File: config.mk
export PLATFORM = sky130hd
export DESIGN_NAME = uart_tx_frame_ctrl
export DESIGN_NICKNAME = d
export VERILOG_FILES = /design/src/rtl/uart_tx_pkg.sv /design/src/rtl/uart_parity_calc.sv /design/src/rtl/uart_tx_frame_ctrl.sv
export SDC_FILE = /design/constraint.sdc
export NUM_CORES = 1
export LEC_CHECK = 0
export CORE_UTILIZATION = 37
export CTS_CLUSTER_DIAMETER = 50
export DETAILED_ROUTE_END_ITERATION = 7
export PLACE_DENSITY = 0.82
export SYNTH_ARGS = -nofsm -noshare
export SYNTH_HDL_FRONTEND = slang
export SYNTH_HIERARCHICAL = 1
export SYNTH_SLANG_ARGS = --single-unit
File: constraint.sdc
create_clock -name clk -period 1.4 [get_ports clk]
set_clock_uncertainty 0.15 [all_clocks]
set_input_delay 0.14 -clock clk [delete_from_list [all_inputs] [get_ports clk]]
set_output_delay 0.14 -clock clk [all_outputs]
set_load 0.05 [all_outputs]
File: src/rtl/uart_tx_pkg.sv
// Shared definitions for the UART transmit path: frame state encoding,
// parity-type codes and serial line levels.
package uart_tx_pkg;

  typedef enum logic [2:0] {
    IDLE   = 3'd0,
    START  = 3'd1,
    DATA   = 3'd2,
    PARITY = 3'd3,
    STOP   = 3'd4
  } state_t;

  localparam logic PAR_EVEN = 1'b0;
  localparam logic PAR_ODD  = 1'b1;

  localparam logic LINE_IDLE = 1'b1;
  localparam logic START_BIT = 1'b0;
  localparam logic STOP_BIT  = 1'b1;

endpackage

File: src/rtl/uart_parity_calc.sv
// Combinational parity bit for a payload word; odd parity inverts the
// plain XOR reduction so the total count of ones comes out odd.
module uart_parity_calc
  import uart_tx_pkg::*;
#(
  parameter int DATA_WIDTH = 8
) (
  input  logic [DATA_WIDTH-1:0] DATA,
  input  logic                  PAR_TYP,
  output logic                  PAR_BIT
);

  assign PAR_BIT = (PAR_TYP == PAR_ODD) ? ~(^DATA) : (^DATA);

endmodule

File: src/rtl/uart_tx_frame_ctrl.sv
// UART transmit frame controller: accepts a byte in IDLE, then sequences
// START, DATA (via the external serializer), optional PARITY and STOP.
module uart_tx_frame_ctrl
  import uart_tx_pkg::*;
#(
  parameter int DATA_WIDTH = 8
) (
  input  logic                  clk,
  input  logic                  ARSTn,
  input  logic [DATA_WIDTH-1:0] P_DATA,
  input  logic                  DATA_VALID,
  input  logic                  PAR_EN,
  input  logic                  PAR_TYP,
  input  logic                  ser_data,
  input  logic                  ser_done,
  output logic                  ser_en,
  output logic [DATA_WIDTH-1:0] ser_word,
  output logic                  TX_OUT,
  output logic                  busy
);

  state_t state_reg;
  logic   par_en_reg;
  logic   par_bit_reg;
  logic   par_bit_next;

  uart_parity_calc #(
    .DATA_WIDTH(DATA_WIDTH)
  ) u_parity (
    .DATA    (P_DATA),
    .PAR_TYP (PAR_TYP),
    .PAR_BIT (par_bit_next)
  );

  // Parity type is folded into par_bit_reg at acceptance, so only the enable is kept.
  always_ff @(posedge clk or negedge ARSTn) begin
    if (!ARSTn) begin
      state_reg   <= IDLE;
      ser_word    <= '0;
      par_en_reg  <= 1'b0;
      par_bit_reg <= 1'b0;
    end else begin
      unique case (state_reg)
        IDLE: begin
          if (DATA_VALID) begin
            state_reg   <= START;
            ser_word    <= P_DATA;
            par_en_reg  <= PAR_EN;
            par_bit_reg <= par_bit_next;
          end
        end
        START:  state_reg <= DATA;
        DATA: begin
          if (ser_done) state_reg <= par_en_reg ? PARITY : STOP;
        end
        PARITY: state_reg <= STOP;
        STOP:   state_reg <= IDLE;
        default: state_reg <= IDLE;
      endcase
    end
  end

  // Moore decode; DATA passes the serializer bit straight through.
  always_comb begin
    TX_OUT = LINE_IDLE;
    busy   = 1'b0;
    ser_en = 1'b0;
    unique case (state_reg)
      IDLE: begin
        TX_OUT = LINE_IDLE;
      end
      START: begin
        TX_OUT = START_BIT;
        busy   = 1'b1;
        ser_en = 1'b1;
      end
      DATA: begin
        TX_OUT = ser_data;
        busy   = 1'b1;
        ser_en = 1'b1;
      end
      PARITY: begin
        TX_OUT = par_bit_reg;
        busy   = 1'b1;
      end
      STOP: begin
        TX_OUT = STOP_BIT;
        busy   = 1'b1;
      end
      default: begin
        TX_OUT = LINE_IDLE;
      end
    endcase
  end

endmodule

==> results.md, run 1 <==
- Synth Cell Area: 657 um2
- Root Driver: clkbuf_4
- TritonCTS Buffers: 3
- Reg-to-reg startpoint: state_reg[1]
- R2r setup slk: -230 ps
- Final number of hold-violating endpoints: 0
- WP data required: 1110 ps
- Setup WS post-layout: -238 ps
- Power Total: between 3 and 4 mW
- Chip Height: 44.1 um
- Worst setup EP type: primary output
- Peak supply drop: 1.80 mV
- # diodes: 0
- Core area: approximately 1600 um2
- Total Nets Final: roughly 100
- Worst r2r dst: ser_word[1]
- Placed inst area: 1070 um2
- # IOs: 26
- Unrepaired setup endpoints after global routing: yes
- Commonest cells after routing, fill and taps aside: clkdlybuf4s50_1 (14), dfrtp_1 (12), buf_12 (10)
- Yosys cell types: 20
- Worst-path clk slew: ~80 ps
- Max transition margin: ~84%
- Kind of critical path: flop to primary output
- Status: complete, but fails checks
- # DRC: 0
- Routed WL: between 1500 and 2000 um
- Number of global-route vias before repair: 598
- ANT nets after route: 0
- Synth Warn #: 6
- Fill cells: 104
- Fmax: approximately 0.61 GHz
- Die width: approximately 44 um
- Drt wl/cell: between 10 and 15 um
- Slew @ Worst Pin: approximately 250 ps
- Power Density: 2910 nW/um2
- First-pass GRT wire length: between 2000 and 2500 um
- Commonest non-fill, non-tap cell in the layout: clkdlybuf4s50_1
- Syn_area_per_cell: 12.9 um2
- Via/cell ratio: a little over 5
- Htree depth: 1
- Fin crit period: about 1600 ps
- Starting Density: 41.7%
- Cts hold-fix bufs: 0
- Element type at the critical path start: flop
- Post-route clock period utilization: 117%
- Detail Placement HPWL: 1080 um
- Cell Rows: 14
- GRT Total Usage: between 15 and 20%
- Die footprint: about 2000 um2
- Hold crit path type: input pin to async pin
- Max Cap Viol: 0
- Post-synthesis sequential area ratio: 49.5%
- Vias: between 500 and 600
- FF-to-FF path depth: 4
- Initial antenna violation count: 0
- Cells after synthesis: ~50
- Failing checks: setup timing
- Max-slew violation count: 0
- Iter 0 DRT Violations: 3
- Area grow syn2layout: 83.0%
- Post-Syn Nets: 66
- Hold WS: around 18 ps
- Max reg flops: 8
- Clk_lat worst skew: approximately 270 ps
- Gpl congestion: approximately 0.79
- CP Max Fanout: 3
- Yosys reg bits: 13
- Setup-failing EPs final: 13
- PortBufs: 25
- Clk sink count: 13
- Pin count of the biggest net entering global routing: 14
- Non-Filler Instances: 104
- Pre-antenna DRT Iters: 5
- Lkg Pwr: between 0.5 and 0.6 nW
- CTS Buffer Depth: 2
- Placed cell count: slightly below 100
- Setup TNS: -2540 ps
- Total gr overflow: 0
- Layout cell share with drive strength beyond 1: around 50%
- CTS tree: built
- Post-route cell area: 1200 um2
- Worst EP arrival: roughly 1400 ps
## power breakdown
part	internal, mW	leakage, nW	switching, mW
Clock	0.110	0.0150	0.116
Combinational	1.34	0.379	1.19
Sequential	0.565	0.156	0.184
## per-stage QoR
step | setup slack (ps) | util, %
after floorplan | -102 | -
after global placement | -415 | 67.9
after detailed placement | -436 | 67.9
after CTS | -235 | 74.0
after global routing | -283 | 76.3
final | -238 | 76.3
## critical path, cell delays in order (launching register included)
cell,delay (ps)
dfrtp_2,430
nand2b_4,150
a2bb2oi_2,120
or2_4,230
buf_8,150
## kinds of logic after synthesis
kind of cell / share of synthesized area [%]
and+or+nand+nor: 10.3
AOI/OAI and AO/OA: 6.29
DFF: 49.5
xor gates and xnor gates: 13.9
buffers and inverters: 4.57
muxes: 15.4
## Yosys cell counts
master | instances | share of area, %
a21o_1 | 1 | 1.1
buf_6 | 2 | 3.4
nor2_1 | 1 | 0.57
nor4b_4 | 1 | 3.6
a2bb2oi_1 | 1 | 1.3
nor3_1 | 2 | 1.5
mux2_1 | 1 | 1.7
xnor2_2 | 1 | 2.5
and3_1 | 1 | 0.95
xnor3_1 | 1 | 3.4
dfrtp_1 | 13 | 50
inv_1 | 2 | 1.1
xnor2_1 | 5 | 6.7
mux2_2 | 8 | 14
o21ai_0 | 1 | 0.76
or2_2 | 1 | 0.95
a21oi_1 | 4 | 3.0
nand2_1 | 3 | 1.7
xor2_1 | 1 | 1.3
nand2b_1 | 1 | 0.95
## final cells by class
| class | instances | area [um2] | share of cell area [%] |
|---|---|---|---|
| Timing Repair Buffer | 35 | 442 | 36.7 |
| Clock buffer | 4 | 26.3 | 2.19 |
| Sequential cell | 13 | 327 | 27.2 |
| Inverter | 2 | 7.51 | 0.624 |
| Multi-Input combinational cell | 34 | 380 | 31.6 |
| Tap cell | 16 | 20.0 | 1.66 |
## metal layers
metal / share of wire (%) / GRT usage [%] / wire, um
met5: 0 / 0 / 0
met1: 39 / 20.4 / 592
met2: 55 / 29.1 / 831
met4: 0 / 4.24 / 0
met3: 5.8 / 7.76 / 88
## how the worst max path moves through the flow
stage | start | end | cells after the start
floorplan | state_reg[0] | ser_word[1] | 3
global placement | P_DATA[4] | par_bit_reg | 5
detailed placement | P_DATA[7] | par_bit_reg | 5
CTS | state_reg[0] | TX_OUT | 4
global route | state_reg[1] | ser_word[1] | 4
finish | state_reg[0] | TX_OUT | 4
## timing repair
item,in CTS,in global routing
pin swaps,2,1
resized for setup,14,7
buffers inserted,2,1
setup endpoints to repair,12,13
No activity file was read; power rests on OpenSTA's default activity.
==> inputs of run 2 (changes only) <==
CORE_UTILIZATION = 44   (was 37)
CTS_CLUSTER_SIZE = 12   (was unset)
PLACE_DENSITY = 0.9   (was 0.82)
clock period = 1.96 ns   (was 1.4 ns; I/O delays follow)
==> results.md, run 2 (synthesis gave the netlist of run 1 again) <==
- CP Max Fanout: 7 (+4)
- Placed cell count: 90 (-7.2%)
- Cts repair resizes: 0 (-14)
- Lkg Pwr: 0.410 nW (-26%)
- GRT Total Usage: 19.7% (+2.3 points)
- Worst path max stage delay: 460 ps (+30 ps)
- Drt wl/cell: 13.4 um (-7.7%)
- Setup-failing EPs final: 0 (-13)
- Chip Height: 40.6 um (-7.9%)
- Root Driver: clkbuf_4
- Total gr overflow: 0 (unchanged)
- Core area: 1350 um2 (-14%)
- Worst setup EP type: primary output
- Max Cap Viol: 0 (unchanged)
- Fill cells: 101 (-2.9%)
- Routed WL: 1260 um (-17%)
- Power Total: 1.93 mW (-45%)
- Starting Density: 48.7% (+7.0 points)
- Die width: 40.6 um (-7.9%)
- Non-Filler Instances: 94 (-9.6%)
- Slowest-stage cell, CP: dfrtp_2
- Hold crit path type: input pin to async pin
- Worst EP arrival: 1540 ps (+190 ps)
- Cell Rows: 13 (-1)
- Cts hold-fix bufs: 0 (unchanged)
- Layout cell share with drive strength beyond 1: 24.1% (-26 points)
- Layout Utilization: 71.7% (-4.5 points)
- Status: finished, final reports clean
- Setup TNS: 0 ps (+2540 ps)
- ANT nets after route: 0 (unchanged)
- Initial antenna violation count: 0 (unchanged)
- Number of global-route vias before repair: 426 (-29%)
- Worst-path cell chain: nand2b_1 > a2bb2oi_1 > or2_2 > buf_4
- Grt met2 use: 32.5% (+3.4 points)
- Grt met3 use: 9.78% (+2.0 points)
- # IOs: 26 (unchanged)
- Commonest cells after routing, fill and taps aside: clkdlybuf4s50_1 (22), dfrtp_1 (12), mux2_2 (8)
- Max transition margin: 61.8% (-22 points)
- Area grow syn2layout: 47.4%
- CTS tree: built
- Pin count of the biggest net entering global routing: 14 (unchanged)
- Unrepaired setup endpoints after global routing: no
- Clk_lat worst skew: 280 ps (about the same)
- Clk sink count: 13 (unchanged)
- Kind of critical path: flop to primary output
- Post-route clock period utilization: between 90% and 100%
- Element type at the critical path start: flop
- Postcts setup bufs: 0 (-2)
- Commonest non-fill, non-tap cell in the layout: clkdlybuf4s50_1
- FF/Latch Area: 327 um2 (unchanged)
- Final number of hold-violating endpoints: 0 (unchanged)
- Total Nets Final: 95 (-8.7%)
- Vias: 467 (-12%)
- Post-route cell area: 968 um2 (-19%)
- Placed inst area: 941 um2 (-12%)
- Max reg flops: 8 (unchanged)
- Iter 0 DRT Violations: 7 (+4)
- Met1 usage: 20.4% (about the same)
- Gpl congestion: 0.641 (-19%)
- Fin crit period: approximately 1900 ps
- TritonCTS Buffers: 3 (unchanged)
- Pre-antenna DRT Iters: 4 (-1)
- Gr busiest metal: met2
- Htree depth: 1 (unchanged)
- Max-slew violation count: 0 (unchanged)
- # DRC: 0 (unchanged)
- PortBufs: 25 (unchanged)
- Worst-path clk slew: 80 ps (about the same)
- Fmax: about 0.53 GHz
- Power Density: 2000 nW/um2 (-31%)
- Peak supply drop: 1.04 mV (-42%)
- CTS Buffer Depth: 2 (unchanged)
- Die footprint: 1650 um2 (-15%)
- WP data required: 1610 ps (+500 ps)
- Via/cell ratio: 4.97 (-2.5%)
- Slew @ Worst Pin: 571 ps (+325 ps)
- Crit-path leading delay family: simple AND/OR/NAND/NOR gates
- WP buf/inv: 1 (unchanged)
- # diodes: 0 (unchanged)
- Multi-input gate area: 302 um2 (-21%)
- First-pass GRT wire length: 1900 um (-24%)
-- run 2: changes by cell type in the layout (fill, tap and decap cells not counted), moves of 3 or more --
cell | before | now
buf_6 | 3 | 0
clkdlybuf4s50_1 | 14 | 22
buf_12 | 10 | 3
mux2_4 | 9 | 0
mux2_2 | 0 | 8
buf_4 | 7 | 1
-- run 2: final timing paths --
kind                              startpoint            to  slack (ps)  depth (start not counted)
max in group asynchronous              ARSTn  state_reg[0]        1130                          1
min in group clk                      PAR_EN    par_en_reg         330                          3
worst max-delay path            state_reg[0]        TX_OUT          80                          4
worst min-delay path                   ARSTn    par_en_reg         130                          1
worst min register to register   ser_word[6]   ser_word[6]         350                          1
worst max register to register  state_reg[2]   ser_word[7]         360                          3
-- run 2: layer usage --
metal | wire (um) | up-vias
met4 | 18 | 0
met3 | 84 | 2
met2 | 642 | 17
met1 | 516 | 219
met5 | 0 | -
li1 | - | 229
-- run 2: cell type report --
type / instances / area share [%]
Sequential cell: 13 / 33.7
Multi-Input combinational cell: 34 / 31.1
Timing Repair Buffer: 26 / 29.7
Clock buffer: 4 / 2.71
Tap cell: 15 / 1.94
Inverter: 2 / 0.775
-- run 2: worst reg2reg max path: cells and delay by family, from the launching register on --
family | cells | cell delay [ps]
simple gates | 1 | 350
flops | 1 | 480
mux | 1 | 340
buf+inv | 1 | 180
-- run 2: metrics by stage --
step,hold slack [ps],worst slack (ps)
after floorplan,-250,217
after global placement,321,86.0
after detailed placement,334,39.3
after CTS,142,30.4
after global routing,150,9.06
final,129,77.1
-- run 2: where the power goes --
group | switching, mW | leakage, nW | internal (mW)
combinational | 0.707 | 0.239 | 0.550
clock | 0.0867 | 0.0150 | 0.0790
sequential | 0.110 | 0.156 | 0.403
total | 0.903 | 0.410 | 1.03
==> inputs of run 3 (changes only) <==
SLEW_MARGIN = 20   (was unset)
TNS_END_PERCENT = 1   (was unset)
==> results of run 3 <==
Final layout, timing and power as in run 2 (identical DEF).
==> RTL edit 1, RTL diff (config.mk and constraints of run 2) <==
Register the inputs `P_DATA`, `DATA_VALID`, `PAR_EN`, `PAR_TYP`, `ser_data` and `ser_done` before use, cleared by the reset. The logic sees them one clock later.
--- a/src/rtl/uart_tx_frame_ctrl.sv
+++ b/src/rtl/uart_tx_frame_ctrl.sv
@@ -19,6 +19,31 @@
   output logic                  busy
 );
 
+  logic [DATA_WIDTH-1:0] P_DATA_q;
+  logic DATA_VALID_q;
+  logic PAR_EN_q;
+  logic PAR_TYP_q;
+  logic ser_data_q;
+  logic ser_done_q;
+
+  always_ff @(posedge clk or negedge ARSTn) begin
+    if (!ARSTn) begin
+      P_DATA_q     <= '0;
+      DATA_VALID_q <= '0;
+      PAR_EN_q     <= '0;
+      PAR_TYP_q    <= '0;
+      ser_data_q   <= '0;
+      ser_done_q   <= '0;
+    end else begin
+      P_DATA_q     <= P_DATA;
+      DATA_VALID_q <= DATA_VALID;
+      PAR_EN_q     <= PAR_EN;
+      PAR_TYP_q    <= PAR_TYP;
+      ser_data_q   <= ser_data;
+      ser_done_q   <= ser_done;
+    end
+  end
+
   state_t state_reg;
   logic   par_en_reg;
   logic   par_bit_reg;
@@ -27,8 +52,8 @@
   uart_parity_calc #(
     .DATA_WIDTH(DATA_WIDTH)
   ) u_parity (
-    .DATA    (P_DATA),
-    .PAR_TYP (PAR_TYP),
+    .DATA    (P_DATA_q),
+    .PAR_TYP (PAR_TYP_q),
     .PAR_BIT (par_bit_next)
   );
 
@@ -42,16 +67,16 @@
     end else begin
       unique case (state_reg)
         IDLE: begin
-          if (DATA_VALID) begin
+          if (DATA_VALID_q) begin
             state_reg   <= START;
-            ser_word    <= P_DATA;
-            par_en_reg  <= PAR_EN;
+            ser_word    <= P_DATA_q;
+            par_en_reg  <= PAR_EN_q;
             par_bit_reg <= par_bit_next;
           end
         end
         START:  state_reg <= DATA;
         DATA: begin
-          if (ser_done) state_reg <= par_en_reg ? PARITY : STOP;
+          if (ser_done_q) state_reg <= par_en_reg ? PARITY : STOP;
         end
         PARITY: state_reg <= STOP;
         STOP:   state_reg <= IDLE;
@@ -75,7 +100,7 @@
         ser_en = 1'b1;
       end
       DATA: begin
-        TX_OUT = ser_data;
+        TX_OUT = ser_data_q;
         busy   = 1'b1;
         ser_en = 1'b1;
       end
Check against the original RTL: not equivalent (Yosys sat finds a counterexample within 4 cycles, from zero or initial values and one cycle with ARSTn low).
==> RTL edit 1 against run 2 <==
Cell area increased by 37%; wire length increased by 12%; synthesized area increased by 50%; synthesized cell count increased by 20%; worst setup slack improved by 38 ps; power increased by 21%; via count increased by 19%; non-clock buffer count increased by 1; cell count increased by 24%; die area increased by 48%; sequential cell count increased by 13; sequential power increased by 58%; largest power group unchanged.
==> RTL edit 1: results (changes against run 2) <==
[metrics] insertion delay to the later sink of the worst-skew pair: 300 ps (+20 ps)
[metrics] mux share of post-synthesis cell area: 11.4% (-4.0 points)
[metrics] worst max-slew margin expressed relative to the limit: 66.6% (+4.8 points)
[metrics] biggest cell delay along the critical path: 810 ps (+350 ps)
[metrics] most area-consuming cells after synthesis: sky130_fd_sc_hd__dfrtp_1 (66%), sky130_fd_sc_hd__mux2_2 (11%), sky130_fd_sc_hd__xnor2_1 (4.4%), sky130_fd_sc_hd__buf_6 (2.3%), sky130_fd_sc_hd__xnor3_1 (2.3%)
[metrics] iteration count of the initial detailed-routing pass: 3 (-1)
[metrics] number of global-route vias before repair: 625 (+47%)
[metrics] Static Leak: 0.558 nW (+36%)
[metrics] DRC violation total after the first TritonRoute iteration: 6 (-1)
[metrics] share of post-route cells with drive strength above 1: 25.6% (+1.5 points)
[metrics] worst setup path endpoint: ser_word[1]
[metrics] xor and xnor area share after synthesis: 9.25% (-4.7 points)
[metrics] run status: completed
[metrics] cell area after placement: 1290 µm² (+37%)
[metrics] top post-synthesis cells by count: sky130_fd_sc_hd__dfrtp_1 (26), sky130_fd_sc_hd__mux2_2 (10), sky130_fd_sc_hd__xnor2_1 (5)
[metrics] post-detailed-route via-to-cell ratio: 4.77 (-4.0%)
[metrics] All-Layer GR Usage: 14.4% (-5.3 points)
[metrics] PnR worst setup slack: 115 ps (+37.5 ps)
[metrics] cell with the biggest individual delay on the critical path: sky130_fd_sc_hd__clkdlybuf4s50_1
[metrics] routability congestion estimate: 0.652 (+1.7%)
[metrics] share of the synthesized area in compound gates (AO/OA/AOI/OAI): 4.69% (-1.6 points)
[metrics] Crit Path Max Fanout: 2 (-5)
[metrics] worst setup path startpoint: ser_word[1]$_DFFE_PN0P_
[metrics] number of fill cells: 170 (+68%)
[metrics] cell depth of the worst flop-to-flop path: 4 (+1)
[metrics] internal power: 1.38 mW (+34%)
[metrics] average wire per cell in the routed design: 12.1 µm (-9.9%)
[metrics] end of the worst register-to-register path: par_bit_reg$_DFFE_PN0P_
[metrics] maximum number of pins on one net before global-route repair: 27 (+13)
-- RTL edit 1: cell count changes after synthesis, moves of 2 or more --
cell,before,now
sky130_fd_sc_hd__nand2b_1,1,3
sky130_fd_sc_hd__dfrtp_1,13,26
sky130_fd_sc_hd__mux2_2,8,10
sky130_fd_sc_hd__a21oi_1,4,1
sky130_fd_sc_hd__nor3_1,2,0
sky130_fd_sc_hd__nand2_1,3,0
sky130_fd_sc_hd__inv_1,2,0
-- RTL edit 1: worst register-to-register path: stages (launching register included) --
cell                      delay, ps
sky130_fd_sc_hd__dfrtp_1        410
sky130_fd_sc_hd__xnor2_1        160
sky130_fd_sc_hd__xnor3_1        420
sky130_fd_sc_hd__xnor2_1        130
sky130_fd_sc_hd__mux2_2         250
-- RTL edit 1: stage by stage --
stage	std cells	hold WS [ps]
2_1_floorplan	61	-250
3_3_place_gp	113	308
3_5_place_dp	113	325
4_1_cts	117	86.2
5_1_grt	117	105
6_report	117	76.2
-- RTL edit 1: power by group through the flow --
stage / Combinational (mW) / Clock, mW / Sequential [mW]
after floorplan: 0.549 / 0 / 1.08
after global placement: 1.27 / 0 / 0.808
after detailed placement: 1.29 / 0 / 0.818
after CTS: 1.30 / 0.266 / 0.807
after global routing: 1.35 / 0.285 / 0.837
final: 1.28 / 0.258 / 0.807
-- RTL edit 1: worst min path at each step --
stage                  startpoint                 endpoint  slack, ps  cells past startpoint
2_1_floorplan               ARSTn   DATA_VALID_q$_DFF_PN0_       -250                      0
4_1_cts                     ARSTn  ser_word[0]$_DFFE_PN0P_         90                      2
5_1_grt                     ARSTn    P_DATA_q[5]$_DFF_PN0_        100                      2
3_5_place_dp   PAR_EN_q$_DFF_PN0_   par_en_reg$_DFFE_PN0P_        330                      1
6_report                    ARSTn  ser_word[0]$_DFFE_PN0P_         80                      2
3_3_place_gp   PAR_EN_q$_DFF_PN0_   par_en_reg$_DFFE_PN0P_        310                      1
-- RTL edit 1: layout make-up --
type	instances	area (µm²)	area share (%)
Clock buffer	4	36.3	2.73
Timing Repair Buffer	27	295	22.2
Tap cell	27	33.8	2.54
Multi-Input combinational cell	33	314	23.6
Sequential cell	26	652	49.0
-- RTL edit 1: cell families (layout without fill, tap and decap cells) --
family	Yosys count	after routing
simple gates	9	9
xor+xnor	8	8
buf+inv	2	31
mux	10	10
compound gates	6	6
flops	26	26
-- RTL edit 1: repair_timing --
action | in CTS | in global routing
endpoints found under the setup margin | 0 | 1
gates resized for setup | 0 | 1
hold buffers | 0 | 0
-- RTL edit 1: routing by layer --
layer / GRT usage [%] / routed length (µm) / vias up
li1: - / - / 269
met1: 18.5 / 606 / 272
met2: 24.9 / 747 / 15
met3: 2.18 / 50 / 2
met4: 4.41 / 10 / 0
met5: 0 / 0 / -
==> RTL edit 2, RTL diff (config.mk and constraints of run 2) <==
Made on the original files. `DATA_WIDTH` is set to 8 in 2 places; all go to 7.
--- a/src/rtl/uart_parity_calc.sv
+++ b/src/rtl/uart_parity_calc.sv
@@ -3,7 +3,7 @@
 module uart_parity_calc
   import uart_tx_pkg::*;
 #(
-  parameter int DATA_WIDTH = 8
+  parameter int DATA_WIDTH = 7
 ) (
   input  logic [DATA_WIDTH-1:0] DATA,
   input  logic                  PAR_TYP,
--- a/src/rtl/uart_tx_frame_ctrl.sv
+++ b/src/rtl/uart_tx_frame_ctrl.sv
@@ -3,7 +3,7 @@
 module uart_tx_frame_ctrl
   import uart_tx_pkg::*;
 #(
-  parameter int DATA_WIDTH = 8
+  parameter int DATA_WIDTH = 7
 ) (
   input  logic                  clk,
   input  logic                  ARSTn,
Interface: changed (resized P_DATA and ser_word); port bits go from 26 to 24. No check against the original RTL was run, so the function may have changed too.
==> RTL edit 2 against run 2 <==
Power down 3.2%; cell area shrank 6.8%; wire length is 0.87% lower; global-route usage is 0.53 points lower; register-to-register slack worse by 50 ps; synthesized cell count shrank 3.9%; utilization increased by 5.3 points; sequential cell count shrank 1; worst setup slack improved by 3.7 ps; synthesized area decreased by 9.9%.
==> RTL edit 2: results (changes against run 2) <==
[metrics] maximum number of pins on one net before global-route repair: 13 (-1)
[metrics] Clock buf/inv share: 4.02% (+1.3 points)
[metrics] All-Layer GR Usage: 19.1% (-0.53 points)
[metrics] number of fill cells: 77 (-24%)
[metrics] worst max-slew margin expressed relative to the limit: 62.1% (+0.34 points)
[metrics] register fraction of the total cell area: 33.4% (-0.30 points)
[metrics] first-pass GRT wire length: 1.86 mm (-1.8%)
[metrics] port bufs: 23 (-8.0%)
[metrics] total number of multi-input combinational cells: 33 (-2.9%)
[metrics] most area-consuming cells after synthesis: sky130_fd_sc_hd__dfrtp_1 (51%), sky130_fd_sc_hd__mux2_2 (15%), sky130_fd_sc_hd__xnor2_1 (10%), sky130_fd_sc_hd__nor4b_4 (4.0%), sky130_fd_sc_hd__a21oi_1 (3.4%)
[metrics] number of distinct library cell variants in the gate-level netlist after synthesis: 18 (-10%)
[metrics] routability congestion estimate: 0.705 (+9.9%)
[metrics] max reg flops: 7 (-1)
[metrics] share of synthesized area occupied by flip-flops and latches: 50.7% (+1.2 points)
[metrics] top post-synthesis cells by count: sky130_fd_sc_hd__dfrtp_1 (12), sky130_fd_sc_hd__mux2_2 (8), sky130_fd_sc_hd__xnor2_1 (7)
[metrics] synthesized netlist net count: 63 (-4.5%)
[metrics] Total Routed Length: 1.25 mm (-0.87%)
[metrics] slack of the worst reg-to-reg path: 310 ps (-50 ps)
[metrics] Worst Hold Slack: 126 ps (-3.16 ps)
[metrics] Worst IR Drop VDD: 1490 µV (+43%)
[metrics] run status: completed
[metrics] Crit Path Max Fanout: 5 (-2)
[metrics] share of cell area taken by multi-input logic gates: 29.8% (-1.3 points)
[metrics] Static Leak: 0.379 nW (-7.4%)
[metrics] non-clock buffer share of cell area: 30.0% (+0.24 points)
[metrics] CTS Sinks: 12 (-1)
[metrics] share of post-route cells with drive strength above 1: 27.3% (+3.2 points)
[metrics] number of global-route vias before repair: 421 (-1.2%)
[RTL edit 2: layer usage]
metal	track usage, %	share of wire, %	wire (µm)
met4	7.76	1.0	13
met1	22.1	42	524
met5	0	0	0
met3	5.20	5.1	64
met2	32.9	52	648
[RTL edit 2: metrics by stage]
| step | instances | setup slack, ps | power [mW] | utilization [%] | cell area, µm² |
|---|---|---|---|---|---|
| final | 91 | 80.8 | 1.87 | 77.0 | 902 |
| after global routing | 91 | 17.2 | 1.96 | 77.0 | 902 |
| after CTS | 89 | 27.2 | 1.85 | 75.6 | 886 |
| after detailed placement | 85 | 219 | 1.65 | 72.5 | 850 |
| after global placement | 85 | 288 | 1.61 | 72.5 | 850 |
| after floorplan | 49 | 142 | 1.21 | - | 592 |
[RTL edit 2: power breakdown]
| group | total, mW | leakage, nW | internal [mW] | switching, mW |
|---|---|---|---|---|
| combinational | 1.20 | 0.214 | 0.517 | 0.683 |
| clock | 0.200 | 0.0210 | 0.113 | 0.0872 |
| sequential | 0.472 | 0.144 | 0.371 | 0.101 |
| total | 1.87 | 0.379 | 1.00 | 0.872 |
[RTL edit 2: cell families (layout without fill, tap and decap cells)]
group | count (synthesis) | in the layout | synth area share [%]
compound gates | 7 | 7 | 6.98
xor+xnor | 8 | 8 | 11.8
buf+inv | 4 | 32 | 3.81
simple gates | 10 | 10 | 11.4
mux | 8 | 8 | 15.2
flops | 12 | 12 | 50.7
[RTL edit 2: worst max-delay path: stages, from the launching register on]
cell and delay [ps]:
sky130_fd_sc_hd__dfrtp_2 450, sky130_fd_sc_hd__nand2b_1 190, sky130_fd_sc_hd__a2bb2oi_1 140, sky130_fd_sc_hd__or2_2 270
sky130_fd_sc_hd__buf_4 190
